==> config.mk <==
export PLATFORM = sky130hd
export DESIGN_NAME = huffman_encoder
export DESIGN_NICKNAME = d
export VERILOG_FILES = /design/src/rtl/huffman_encoder.sv
export SDC_FILE = /design/constraint.sdc
export NUM_CORES = 1
export LEC_CHECK = 0
export ABC_AREA = 1
export CORE_AREA = 2 2 191 193
export CTS_CLUSTER_DIAMETER = 40
export DETAILED_ROUTE_END_ITERATION = 10
export DIE_AREA = 0 0 193 195
export PLACE_DENSITY = 0.74
export SYNTH_ARGS = -nofsm -noshare
export SYNTH_HDL_FRONTEND = slang
export SYNTH_SLANG_ARGS = --single-unit
==> constraint.sdc <==
create_clock -name clk -period 11.2 [get_ports clk]
set_input_delay 2.24 -clock clk [delete_from_list [all_inputs] [get_ports clk]]
set_output_delay 2.24 -clock clk [all_outputs]
set_load 0.05 [all_outputs]
==> src/rtl/huffman_encoder.sv <==
`default_nettype none
// ============================================================================
// Module      : huffman_encoder
// Description : JPEG entropy encoder. Maps (run,size,amplitude) symbols to
//               Huffman code + amplitude bits, packs them MSB-first into
//               bytes, stuffs 0x00 after 0xFF and pads the last byte with 1s.
// Revision    : 1.0 - initial release
// ============================================================================
module huffman_encoder #(
    parameter int ACC_W    = 40,
    parameter bit STUFF_EN = 1'b1,
    parameter int H        = 16
) (
    input  logic               clk,
    input  logic               reset,
    input  logic [H-1:0][27:0] code_table,
    input  logic               in_valid,
    output logic               in_ready,
    input  logic [3:0]         in_run,
    input  logic [3:0]         in_size,
    input  logic [15:0]        in_amp,
    input  logic               in_last,
    output logic               out_valid,
    input  logic               out_ready,
    output logic [7:0]         out_byte,
    output logic               done,
    output logic               err
);

    typedef enum logic [2:0] {
        S_ACCEPT = 3'd0,
        S_DRAIN  = 3'd1,
        S_STUFF  = 3'd2,
        S_PAD    = 3'd3,
        S_FINAL  = 3'd4
    } state_t;

    state_t           r_state, w_state_nxt;
    logic [ACC_W-1:0] r_acc, w_acc_nxt;
    logic [5:0]       r_bit_cnt, w_bit_cnt_nxt;
    logic             r_last_pending, w_last_nxt;
    logic             r_err, w_err_nxt;

    logic             w_hit;
    logic [3:0]       w_code_len;
    logic [15:0]      w_code;
    logic [31:0]      w_code_bits, w_amp_bits, w_sym_bits;
    logic [5:0]       w_sym_len, w_cnt_after_byte;
    logic [7:0]       w_shamt, w_head;
    logic [ACC_W-1:0] w_append, w_pad_mask;

    // After a byte (or stuff byte) leaves: keep draining, pad, or accept more.
    function automatic state_t post_byte(input logic [5:0] cnt, input logic last);
        if (cnt >= 6'd8)
            return S_DRAIN;
        else if (last)
            return S_PAD;
        else
            return S_ACCEPT;
    endfunction

    // Table search: scan from the top so the lowest matching index wins.
    always_comb begin
        w_hit      = 1'b0;
        w_code_len = 4'd0;
        w_code     = 16'd0;
        for (int i = H - 1; i >= 0; i--) begin
            if (code_table[i][27:24] != 4'd0 && code_table[i][7:0] == {in_run, in_size}) begin
                w_hit      = 1'b1;
                w_code_len = code_table[i][27:24];
                w_code     = code_table[i][23:8];
            end
        end
    end

    // Concatenated code+amplitude bits, right-aligned, then placed just below
    // the bits already held at the top of the accumulator.
    assign w_code_bits      = {16'd0, w_code} & ((32'd1 << w_code_len) - 32'd1);
    assign w_amp_bits       = {16'd0, in_amp} & ((32'd1 << in_size) - 32'd1);
    assign w_sym_bits       = (w_code_bits << in_size) | w_amp_bits;
    assign w_sym_len        = {2'b00, w_code_len} + {2'b00, in_size};
    assign w_shamt          = 8'(ACC_W) - {2'b00, r_bit_cnt} - {2'b00, w_sym_len};
    assign w_append         = {{(ACC_W-32){1'b0}}, w_sym_bits} << w_shamt;
    assign w_pad_mask       = {8'hFF >> r_bit_cnt[2:0], {(ACC_W-8){1'b0}}};
    assign w_head           = r_acc[ACC_W-1 -: 8];
    assign w_cnt_after_byte = r_bit_cnt - 6'd8;
    assign err              = r_err;

    // Next-state, datapath updates and handshake outputs.
    always_comb begin
        w_state_nxt   = r_state;
        w_acc_nxt     = r_acc;
        w_bit_cnt_nxt = r_bit_cnt;
        w_last_nxt    = r_last_pending;
        w_err_nxt     = r_err;
        in_ready      = 1'b0;
        out_valid     = 1'b0;
        out_byte      = 8'h00;
        done          = 1'b0;
        case (r_state)
            S_ACCEPT: begin
                in_ready = 1'b1;
                if (in_valid) begin
                    if (w_hit) begin
                        w_acc_nxt     = r_acc | w_append;
                        w_bit_cnt_nxt = r_bit_cnt + w_sym_len;
                    end else begin
                        w_err_nxt = 1'b1;
                    end
                    w_last_nxt = in_last;
                    if (w_bit_cnt_nxt >= 6'd8)
                        w_state_nxt = S_DRAIN;
                    else if (in_last)
                        w_state_nxt = S_PAD;
                end
            end
            S_DRAIN, S_FINAL: begin
                out_valid = 1'b1;
                out_byte  = w_head;
                if (out_ready) begin
                    w_acc_nxt     = r_acc << 8;
                    w_bit_cnt_nxt = w_cnt_after_byte;
                    if (STUFF_EN && w_head == 8'hFF) begin
                        w_state_nxt = S_STUFF;
                    end else if (r_state == S_FINAL) begin
                        done        = 1'b1;
                        w_last_nxt  = 1'b0;
                        w_state_nxt = S_ACCEPT;
                    end else begin
                        w_state_nxt = post_byte(w_cnt_after_byte, r_last_pending);
                    end
                end
            end
            S_STUFF: begin
                out_valid = 1'b1;
                if (out_ready)
                    w_state_nxt = post_byte(r_bit_cnt, r_last_pending);
            end
            S_PAD: begin
                if (r_bit_cnt == 6'd0) begin
                    done        = 1'b1;
                    w_last_nxt  = 1'b0;
                    w_state_nxt = S_ACCEPT;
                end else begin
                    w_acc_nxt     = r_acc | w_pad_mask;
                    w_bit_cnt_nxt = 6'd8;
                    w_state_nxt   = S_FINAL;
                end
            end
            default: w_state_nxt = S_ACCEPT;
        endcase
    end

    // State and datapath registers; reset drops any buffered bits.
    always_ff @(posedge clk) begin
        if (reset) begin
            r_state        <= S_ACCEPT;
            r_acc          <= '0;
            r_bit_cnt      <= 6'd0;
            r_last_pending <= 1'b0;
            r_err          <= 1'b0;
        end else begin
            r_state        <= w_state_nxt;
            r_acc          <= w_acc_nxt;
            r_bit_cnt      <= w_bit_cnt_nxt;
            r_last_pending <= w_last_nxt;
            r_err          <= w_err_nxt;
        end
    end

endmodule
`default_nettype wire
==> impl_metrics.env, run 1 <==
export IMPL_status="completed"
export IMPL_fmax_mhz=103
export IMPL_syn_inst=2305
export IMPL_yosysWarnings=0
export IMPL_gp_congestion=1.01
export IMPL_avgSynthCellArea_um2=5.31
export IMPL_required_ps=11430
export IMPL_final_nets=3210
export IMPL_totalWireLength_mm=68.6
export IMPL_final_setup_skew_ps=6.30
export IMPL_grt_pass1_vias=16500
export IMPL_cts_tree="done"
export IMPL_htreeDepth=2
export IMPL_tightest_slew_ps=1130
export IMPL_critPathKind="in -> reg"
export IMPL_grt_pass1_wl_mm=98.5
export IMPL_yosys_top_cells_area="nand2_1 21%, nand3_1 12%, dfxtp_1 8.3%"
export IMPL_yosysTopAreaCell="nand2_1"
export IMPL_initial_utilization_pct=34.6
export IMPL_async_reset_ff_share_pct=0
export IMPL_die_w_um=193
export IMPL_cts_root_buf="clkbuf_16"
export IMPL_dp_hpwl_mm=56.1
export IMPL_ys_seq_area_share_pct=8.34
export IMPL_drc_errors=0
export IMPL_worstSetupEndpointType="register"
export IMPL_clk_latency_ps=300
export IMPL_io_buffer_count=471
export IMPL_power_per_cell_area_mw_per_mm2=178
export IMPL_synth_edf_count=0
export IMPL_hold_viol_final=0
export IMPL_row_count=69
export IMPL_cts_setup_buffers=0
export IMPL_cts_sinks=51
export IMPL_tns_ps=0
export IMPL_ys_seq_elements=51
export IMPL_syn_nets=2808
export IMPL_syn_area_mm2=0.0122
export IMPL_coreArea_mm2=0.0354
export IMPL_die_area_mm2=0.0376
export IMPL_cts_resized=0
export IMPL_leakage_nw=7.95
export IMPL_cap_violations=0
export IMPL_drtPass1Iterations=7
export IMPL_drt_iter0_drc=1431
export IMPL_timing_final_crit_share_pct=86.8
export IMPL_slew_headroom_pct=24.4
export IMPL_peakVddDrop_uv=245
export IMPL_rsz0062_at_grt="false"
export IMPL_crit_fanout=21
export IMPL_cp_arrival_ps=9950
export IMPL_area_growth_pct=42.2
export IMPL_fp_dieH_um=195
export IMPL_grt_max_degree=39
export IMPL_wire_per_inst_um=21.5
export IMPL_instances_no_fill=3186
export IMPL_synth_most_common_cell="nand2_1"
export IMPL_synthTopCellsByCount="697 x nand2_1, 297 x nand3_1, 196 x inv_1, 175 x nor2_1, 154 x a21oi_1"
export IMPL_maxSlewViolCount=0
export IMPL_ant_nets=0
export IMPL_cp_common_cell="nand2_1"
export IMPL_start_kind="input port"
export IMPL_ioPinCount=489
export IMPL_cts_buffers_inserted=5
export IMPL_cts_reportedPaths_clkPinSlew_ps=70
export IMPL_critPathMaxStageDelay_ps=1140
export IMPL_antenna_found_initial=19
export IMPL_hp_class="reg -> reg"
export IMPL_dp_cells=3161
export IMPL_netlist_area_leader_share_pct=21.4
export IMPL_hold_buffers=0
export IMPL_grt_usage_pct=34.6
export IMPL_ys_flop_type="dfxtp_1"
export IMPL_cts_max_path_buffers=2
export IMPL_grt_overflow=0
export IMPL_drive_above_1_share_pct=6.76
export IMPL_vias=17500
export IMPL_synthDistinctLibCells=65
export IMPL_reg2reg_slack_ps=6470
export IMPL_vias_per_cell=5.51
export IMPL_final_setup_viol_count=0
export IMPL_finalCriticalPeriod_ps=9720
export IMPL_critPathSlowestCell="clkdlybuf4s50_1"
[critical path, delay by kind of cell]
family | cells | cell delay (ps)
xor gates and xnor gates | 2 | 510
and+or+nand+nor | 24 | 2860
buffers and inverters | 10 | 2720
adders and majority gates | 3 | 990
AOI/OAI and AO/OA | 5 | 550
[final timing paths]
| path | from | end | cells past startpoint |
|---|---|---|---|
| hold / removal | r_acc[7]$_SDFFE_PP0P_ | r_acc[7]$_SDFFE_PP0P_ | 2 |
| setup / recovery | in_run[2] | r_acc[30]$_SDFFE_PP0P_ | 44 |
| setup reg to reg | r_state[1]$_SDFFE_PP0P_ | r_acc[1]$_SDFFE_PP0P_ | 13 |
| hold reg to reg | r_acc[7]$_SDFFE_PP0P_ | r_acc[7]$_SDFFE_PP0P_ | 2 |
[cell families after synthesis]
| kind of cell | synth area share (%) |
|---|---|
| compound gates | 17.9 |
| fa+ha+maj | 2.84 |
| simple gates | 51.8 |
| xor+xnor | 6.72 |
| buf+inv | 12.3 |
| flops | 8.34 |
[routing by layer]
layer | vias to the layer above | routed length [µm] | GRT usage, %
li1 | 8444 | - | -
met1 | 8050 | 27100 | 41.3
met2 | 870 | 31300 | 57.0
met3 | 178 | 5670 | 6.56
met4 | 4 | 4600 | 21.5
met5 | - | 31 | 0
[power breakdown]
part | total, mW | leakage [nW] | switching [mW] | internal [mW]
combinational | 2.69 | 7.46 | 1.79 | 0.894
clock | 0.153 | 0.0670 | 0.0700 | 0.0827
sequential | 0.263 | 0.418 | 0.0349 | 0.229
[state kept, by name, indices dropped and copies added (netlist names)]
signal,cells
r_last_pending,1
r_state,3
r_bit_cnt,6
r_acc,40
err,1
[final cells by class]
cell class,count,area [µm²]
Clock inverter,2,12.5
Clock buffer,6,129
Antenna cell,17,42.5
Sequential cell,51,1020
Multi-Input combinational cell,1909,9730
Fill cell,3797,18000
Timing Repair Buffer,518,5060
Inverter,222,843
Tap cell,461,577
[per-stage QoR]
stage | total power, mW | setup WS, ps | instance area (µm²) | utilization, % | hold WS (ps)
2_1_floorplan | 2.06 | 3960 | 12200 | - | 430
3_3_place_gp | 2.87 | 1490 | 17200 | 48.7 | 438
3_5_place_dp | 2.90 | 1360 | 17200 | 48.7 | 444
4_1_cts | 3.06 | 1610 | 17400 | 49.1 | 455
5_1_grt | 3.41 | 877 | 17400 | 49.2 | 473
6_report | 3.11 | 1480 | 17400 | 49.2 | 454
[cells in the final DEF, fill, tap and decap left out, drive strengths merged, types with 3 or more instances in the layout]
master / instances
nor2: 182
o31ai: 5
o2111ai: 12
buf: 48
nand3: 312
nor4: 31
o21ai: 152
nand4: 36
a21oi: 159
dfxtp: 51
a31oi: 18
ha: 23
o211ai: 14
a221oi: 6
diode: 17
clkdlybuf4s50: 470
nand3b: 6
and2: 5
inv: 219
fa: 3
o21bai: 9
or2: 43
xnor2: 39
nand2: 725
nor3: 52
xor2: 55
clkinv: 4
clkbuf: 6
a211oi: 7
nor3b: 3
No activity file was read; power rests on OpenSTA's default activity.
==> run 2: changes to the inputs <==
==> constraint.sdc (replaced) <==
create_clock -name clk -period 10.2 [get_ports clk]
set_input_delay 2.04 -clock clk [delete_from_list [all_inputs] [get_ports clk]]
set_output_delay 2.04 -clock clk [all_outputs]
set_load 0.05 [all_outputs]
==> run 2 against run 1 <==
Sequential power rose by 11%. Cell count rose by 0.72%. Critical path type unchanged. Clock power rose by 26%. Cell area rose by 1.0%.
==> impl_metrics.env, run 2 (same netlist as run 1, synthesis figures left out) <==
export IMPL_fp_dieH_um=195
export IMPL_layout_common_cells="697 x nand2_1, 469 x clkdlybuf4s50_1, 297 x nand3_1"
export IMPL_timing_final_crit_share_pct=91.7
export IMPL_grt_max_degree=39
export IMPL_critPathSlowestCell="clkdlybuf4s50_1"
export IMPL_grt_pass1_wl_mm=99.0
export IMPL_cts_buffers_inserted=5
export IMPL_crit_fanout=21
export IMPL_htreeDepth=2
export IMPL_cts_reportedPaths_clkPinSlew_ps=70
export IMPL_hp_class="reg -> reg"
export IMPL_reg_largest_list="r_acc (40), r_bit_cnt (6), r_state (3)"
export IMPL_maxSlewViolCount=0
export IMPL_instances_no_fill=3209
export IMPL_cap_violations=0
export IMPL_area_growth_pct=43.7
export IMPL_row_count=69
export IMPL_tightest_slew_ps=1150
export IMPL_final_setup_skew_ps=5.28
export IMPL_die_w_um=193
export IMPL_hold_buffers=0
export IMPL_largest_reg_flops=40
export IMPL_coreArea_mm2=0.0354
export IMPL_antenna_found_initial=23
export IMPL_cts_root_buf="clkbuf_16"
export IMPL_power_total_mw=3.47
export IMPL_start_kind="input port"
export IMPL_hold_viol_final=0
export IMPL_rsz0062_at_grt="false"
export IMPL_vias=17600
export IMPL_critPathKind="in -> reg"
export IMPL_required_ps=10380
export IMPL_grt_pass1_vias=16700
export IMPL_grt_usage_pct=34.7
export IMPL_final_setup_viol_count=0
export IMPL_dp_hpwl_mm=56.4
export IMPL_drive_above_1_share_pct=7.45
export IMPL_die_area_mm2=0.0376
export IMPL_wire_per_inst_um=21.2
export IMPL_io_buffer_count=471
export IMPL_ioPinCount=489
export IMPL_dp_cells=3179
export IMPL_worstSetupEndpointType="register"
export IMPL_critPathMaxStageDelay_ps=1090
export IMPL_ant_nets=0
export IMPL_totalWireLength_mm=68.0
export IMPL_cts_sinks=51
export IMPL_status="completed"
export IMPL_cts_max_path_buffers=2
export IMPL_crit_buf_inv=9
export IMPL_critPathTopFamily="simple AND/OR/NAND/NOR gates"
export IMPL_fillerInstances=3737
export IMPL_leakage_nw=8.06
export IMPL_drc_errors=0
export IMPL_final_nets=3228
export IMPL_finalCriticalPeriod_ps=9350
export IMPL_power_per_cell_area_mw_per_mm2=197
export IMPL_regMostFlops="r_acc"
export IMPL_grt_overflow=0
export IMPL_tns_ps=0
export IMPL_layout_commonest_cell="nand2_1"
export IMPL_hold_slack_ps=452
export IMPL_fmax_mhz=107
export IMPL_drt_iter0_drc=1539
export IMPL_final_core_util_pct=49.7
export IMPL_gp_congestion=1.01
export IMPL_clk_latency_ps=300
export IMPL_peakVddDrop_uv=243
export IMPL_slew_headroom_pct=23.5
export IMPL_initial_utilization_pct=34.6
export IMPL_cp_common_cell="nand2_1"
export IMPL_drtPass1Iterations=5
export IMPL_vias_per_cell=5.50
export IMPL_cts_tree="done"
export IMPL_cp_arrival_ps=9540
==> run 2: cell count changes in the layout (fill, tap and decap cells not counted), sizes merged <==
cell	delta
clkbuf	-1
dlymetal6s2s	+1
bufinv	+1
diode	+5
clkinvlp	-1
clkinv	+1
buf	+18
clkdlybuf4s50	-1
==> run 2: worst reg2reg max path, stage by stage, from the launching register on <==
cell and delay [ps]:
dfxtp_1 410, nor2_1 80, inv_1 90, nor2_1 80
nor2_1 720, clkinv_1 1130, a21oi_1 490, inv_1 140
nor3_2 180, buf_4 280, clkinv_1 640, o21ai_1 760
nor2_1 110
==> run 2: timing repair <==
action / CTS / global route
gates resized for setup: 0 / 2
endpoints found under the setup margin: 0 / 30
buffers inserted: 0 / 0
==> run 2: metal layers <==
layer | global-route usage, % | vias up | part of all wire [%]
met5 | 0 | - | 0
met4 | 24.6 | 0 | 7.4
met3 | 6.02 | 182 | 8.1
met2 | 55.3 | 871 | 45
met1 | 41.9 | 8112 | 39
li1 | - | 8475 | -
==> run 2: area by class of cell <==
class / instances / area (µm²) / area share [%]
Multi-Input combinational cell: 1909 / 9730 / 55.3
Antenna cell: 22 / 55.1 / 0.313
Inverter: 222 / 843 / 4.79
Tap cell: 461 / 577 / 3.28
Sequential cell: 51 / 1020 / 5.80
Clock inverter: 3 / 43.8 / 0.249
Timing Repair Buffer: 536 / 5200 / 29.6
Clock buffer: 5 / 125 / 0.711
==> run 2: power breakdown <==
group | total [mW] | switching, mW | internal [mW]
clock network | 0.193 | 0.0772 | 0.116
logic | 2.98 | 1.99 | 0.995
registers | 0.291 | 0.0402 | 0.251
==> run 2: per-stage QoR <==
| stage | instance area (µm²) | setup slack [ps] |
|---|---|---|
| 6_report | 17600 | 846 |
| 5_1_grt | 17600 | 36.2 |
| 4_1_cts | 17500 | 632 |
| 3_5_place_dp | 17400 | 325 |
| 3_3_place_gp | 17400 | 486 |
| 2_1_floorplan | 12200 | 3160 |
==> run 2: worst paths after layout <==
| path | endpoint | start | cells past startpoint | slack (ps) |
|---|---|---|---|---|
| min | r_acc[3]$_SDFFE_PP0P_ | r_acc[3]$_SDFFE_PP0P_ | 2 | 450 |
| min reg2reg | r_acc[3]$_SDFFE_PP0P_ | r_acc[3]$_SDFFE_PP0P_ | 2 | 450 |
| max reg2reg | r_acc[1]$_SDFFE_PP0P_ | r_state[1]$_SDFFE_PP0P_ | 12 | 4950 |
| max | r_acc[28]$_SDFFE_PP0P_ | in_run[2] | 50 | 850 |
==> run 3: changes to the inputs <==
--- a/config.mk
+++ b/config.mk
@@ -10,7 +10,7 @@
 export CTS_CLUSTER_DIAMETER = 40
 export DETAILED_ROUTE_END_ITERATION = 10
 export DIE_AREA = 0 0 193 195
-export PLACE_DENSITY = 0.74
+export PLACE_DENSITY = 0.68
 export SYNTH_ARGS = -nofsm -noshare
 export SYNTH_HDL_FRONTEND = slang
 export SYNTH_SLANG_ARGS = --single-unit
==> run 3 against run 2 <==
Via count shrank 1.3%. Worst setup slack got worse by 290 ps. Register-to-register slack better by 510 ps. Cell area shrank 0.73%. Worst hold slack hardly changed. Count of clock-buffer cells in the layout did not move. Clock power increased by 2%. Clock skew is essentially flat. Routed wire length rose by 1.0%. Utilization is 0.36 points lower. First-iteration DRC count fell by 21%. Critical path type unchanged. Highest routed layer is now met5.
==> impl_metrics.env, run 3 (same netlist as run 1, synthesis figures left out) <==
export IMPL_r2r_cells=13
export IMPL_io_buffer_count=471
export IMPL_p_sw_mw=2.08
export IMPL_largest_reg_flops=40
export IMPL_tns_ps=0
export IMPL_cts_max_path_buffers=2
export IMPL_dp_cells=3164
export IMPL_required_ps=10380
export IMPL_fp_dieH_um=195
export IMPL_wire_per_inst_um=21.5
export IMPL_drc_errors=0
export IMPL_drive_above_1_share_pct=6.93
export IMPL_crit_fanout=19
export IMPL_die_area_mm2=0.0376
export IMPL_drt_iter0_drc=1219
export IMPL_power_per_cell_area_mw_per_mm2=194
export IMPL_grt_max_degree=37
export IMPL_fmax_mhz=104
export IMPL_cap_violations=0
export IMPL_comb_power_share_pct=85.7
export IMPL_reg_largest_list="r_acc (40), r_bit_cnt (6), r_state (3)"
export IMPL_timing_final_crit_share_pct=94.5
export IMPL_slew_headroom_pct=26.8
export IMPL_instances_no_fill=3191
export IMPL_busiest_layer="met2"
export IMPL_regMostFlops="r_acc"
export IMPL_status="completed"
export IMPL_pre_cts_ws_ps=355
export IMPL_p_int_mw=1.32
export IMPL_initial_utilization_pct=34.6
export IMPL_cts_root_buf="clkbuf_16"
export IMPL_coreArea_mm2=0.0354
export IMPL_gp_congestion=0.997
export IMPL_fillerInstances=3842
export IMPL_hold_viol_final=0
export IMPL_cts_buffers_inserted=5
export IMPL_row_count=69
export IMPL_critPathKind="in -> reg"
export IMPL_multi_input_area_mm2=0.00972
export IMPL_clkPwrFrac_pct=5.8
export IMPL_ioPinCount=489
export IMPL_grt_use_met3_pct=6.11
export IMPL_hold_buffers=0
export IMPL_area_growth_pct=42.6
export IMPL_clk_latency_ps=300
export IMPL_ant_nets=0
export IMPL_cts_tree="done"
export IMPL_final_core_util_pct=49.3
export IMPL_cts_reportedPaths_clkPinSlew_ps=70
export IMPL_layout_commonest_cell="nand2_1"
export IMPL_hp_start="r_acc[2]$_SDFFE_PP0P_"
export IMPL_min_to="r_acc[2]$_SDFFE_PP0P_"
export IMPL_worst_slack_ps=558
export IMPL_regToRegStartpoint="r_state[1]$_SDFFE_PP0P_"
export IMPL_worstSetupEndpointType="register"
export IMPL_rsz0062_at_grt="false"
export IMPL_grt_overflow=0
export IMPL_reg2reg_to="r_acc[33]$_SDFFE_PP0P_"
export IMPL_final_setup_viol_count=0
export IMPL_critPathMaxStageDelay_ps=850
export IMPL_grt_pass1_wl_mm=99.4
export IMPL_layout_common_cells="697 x nand2_1, 468 x clkdlybuf4s50_1, 297 x nand3_1"
export IMPL_grt_usage_pct=35.0
export IMPL_grt_util_met2_pct=57.0
export IMPL_final_setup_skew_ps=5.11
export IMPL_power_total_mw=3.40
export IMPL_tightest_slew_ps=1090
export IMPL_maxSlewViolCount=0
export IMPL_finalCriticalPeriod_ps=9640
export IMPL_critPathSlowestCell="clkdlybuf4s50_1"
export IMPL_peakVddDrop_uv=191
export IMPL_leakage_nw=7.99
export IMPL_cp_arrival_ps=9820
export IMPL_holdPathStages=2
export IMPL_vias_per_cell=5.45
export IMPL_seqCellArea_mm2=0.00102
export IMPL_swShare_pct=61.1
export IMPL_hp_class="reg -> reg"
export IMPL_drtPass1Iterations=6
export IMPL_final_nets=3213
export IMPL_antenna_found_initial=22
export IMPL_reg2reg_slack_ps=5460
export IMPL_totalWireLength_mm=68.7
export IMPL_startpoint="in_run[0]"
export IMPL_cp_common_cell="nand2_1"
export IMPL_die_w_um=193
export IMPL_dp_hpwl_mm=56.5
export IMPL_cts_sinks=51
export IMPL_start_kind="input port"
export IMPL_htreeDepth=2
export IMPL_grtUsageMet1_pct=41.5
export IMPL_power_frac_seq_pct=8.5
export IMPL_vias=17400
export IMPL_grt_pass1_vias=16600
run 3: cell types whose count changed in the layout (fill, tap and decap cells not counted):
cell             change
buf_2                +1
buf_4               -15
clkdlybuf4s50_1      -1
clkinv_2             -1
diode_2              -3
inv_6                +1
nor4_1               +1
nor4_2               -1
run 3: metrics by stage:
stage	instance area, µm²	hold WS [ps]
after floorplan	12200	430
after global placement	17200	439
after detailed placement	17200	443
after CTS	17400	454
after global routing	17500	478
final	17500	452
run 3: how the worst max path moves through the flow:
stage	to
after floorplan	r_acc[33]$_SDFFE_PP0P_
after global placement	r_acc[8]$_SDFFE_PP0P_
after detailed placement	r_acc[8]$_SDFFE_PP0P_
after CTS	r_acc[8]$_SDFFE_PP0P_
after global routing	r_acc[36]$_SDFFE_PP0P_
final	r_acc[36]$_SDFFE_PP0P_
run 3: final cells by class:
type                            count  area share (%)
Timing Repair Buffer              521            29.1
Tap cell                          461            3.30
Sequential cell                    51            5.85
Multi-Input combinational cell   1909            55.7
Clock inverter                      3           0.272
Antenna cell                       19           0.272
Inverter                          222            4.83
Clock buffer                        5           0.716
run 3: per-layer routing:
metal	part of all wire [%]	wire, µm
met4	7.3	5010
met2	46	31600
met5	0.063	43
met1	39	27000
met3	7.4	5060
run 3: critical path, delay by kind of cell:
kind	cells	cell delay, ps
AND/OR/NAND/NOR	25	3110
buffers and inverters	9	2330
AO/OA/AOI/OAI	5	1040
adder cells (fa/ha/maj)	3	960
XOR/XNOR	1	280
run 3: power groups by stage:
stage          registers [mW]  logic, mW  clock network, mW
3_5_place_dp            0.293       2.86                  0
6_report                0.290       2.91              0.197
4_1_cts                 0.288       2.87              0.201
2_1_floorplan           0.283       1.98                  0
3_3_place_gp            0.290       2.84                  0
5_1_grt                 0.296       3.23              0.210
run 3: repair_timing:
item	4_1_cts	5_1_grt
resized for setup	0	2
buffers inserted	0	0
endpoints found under the setup margin	0	6
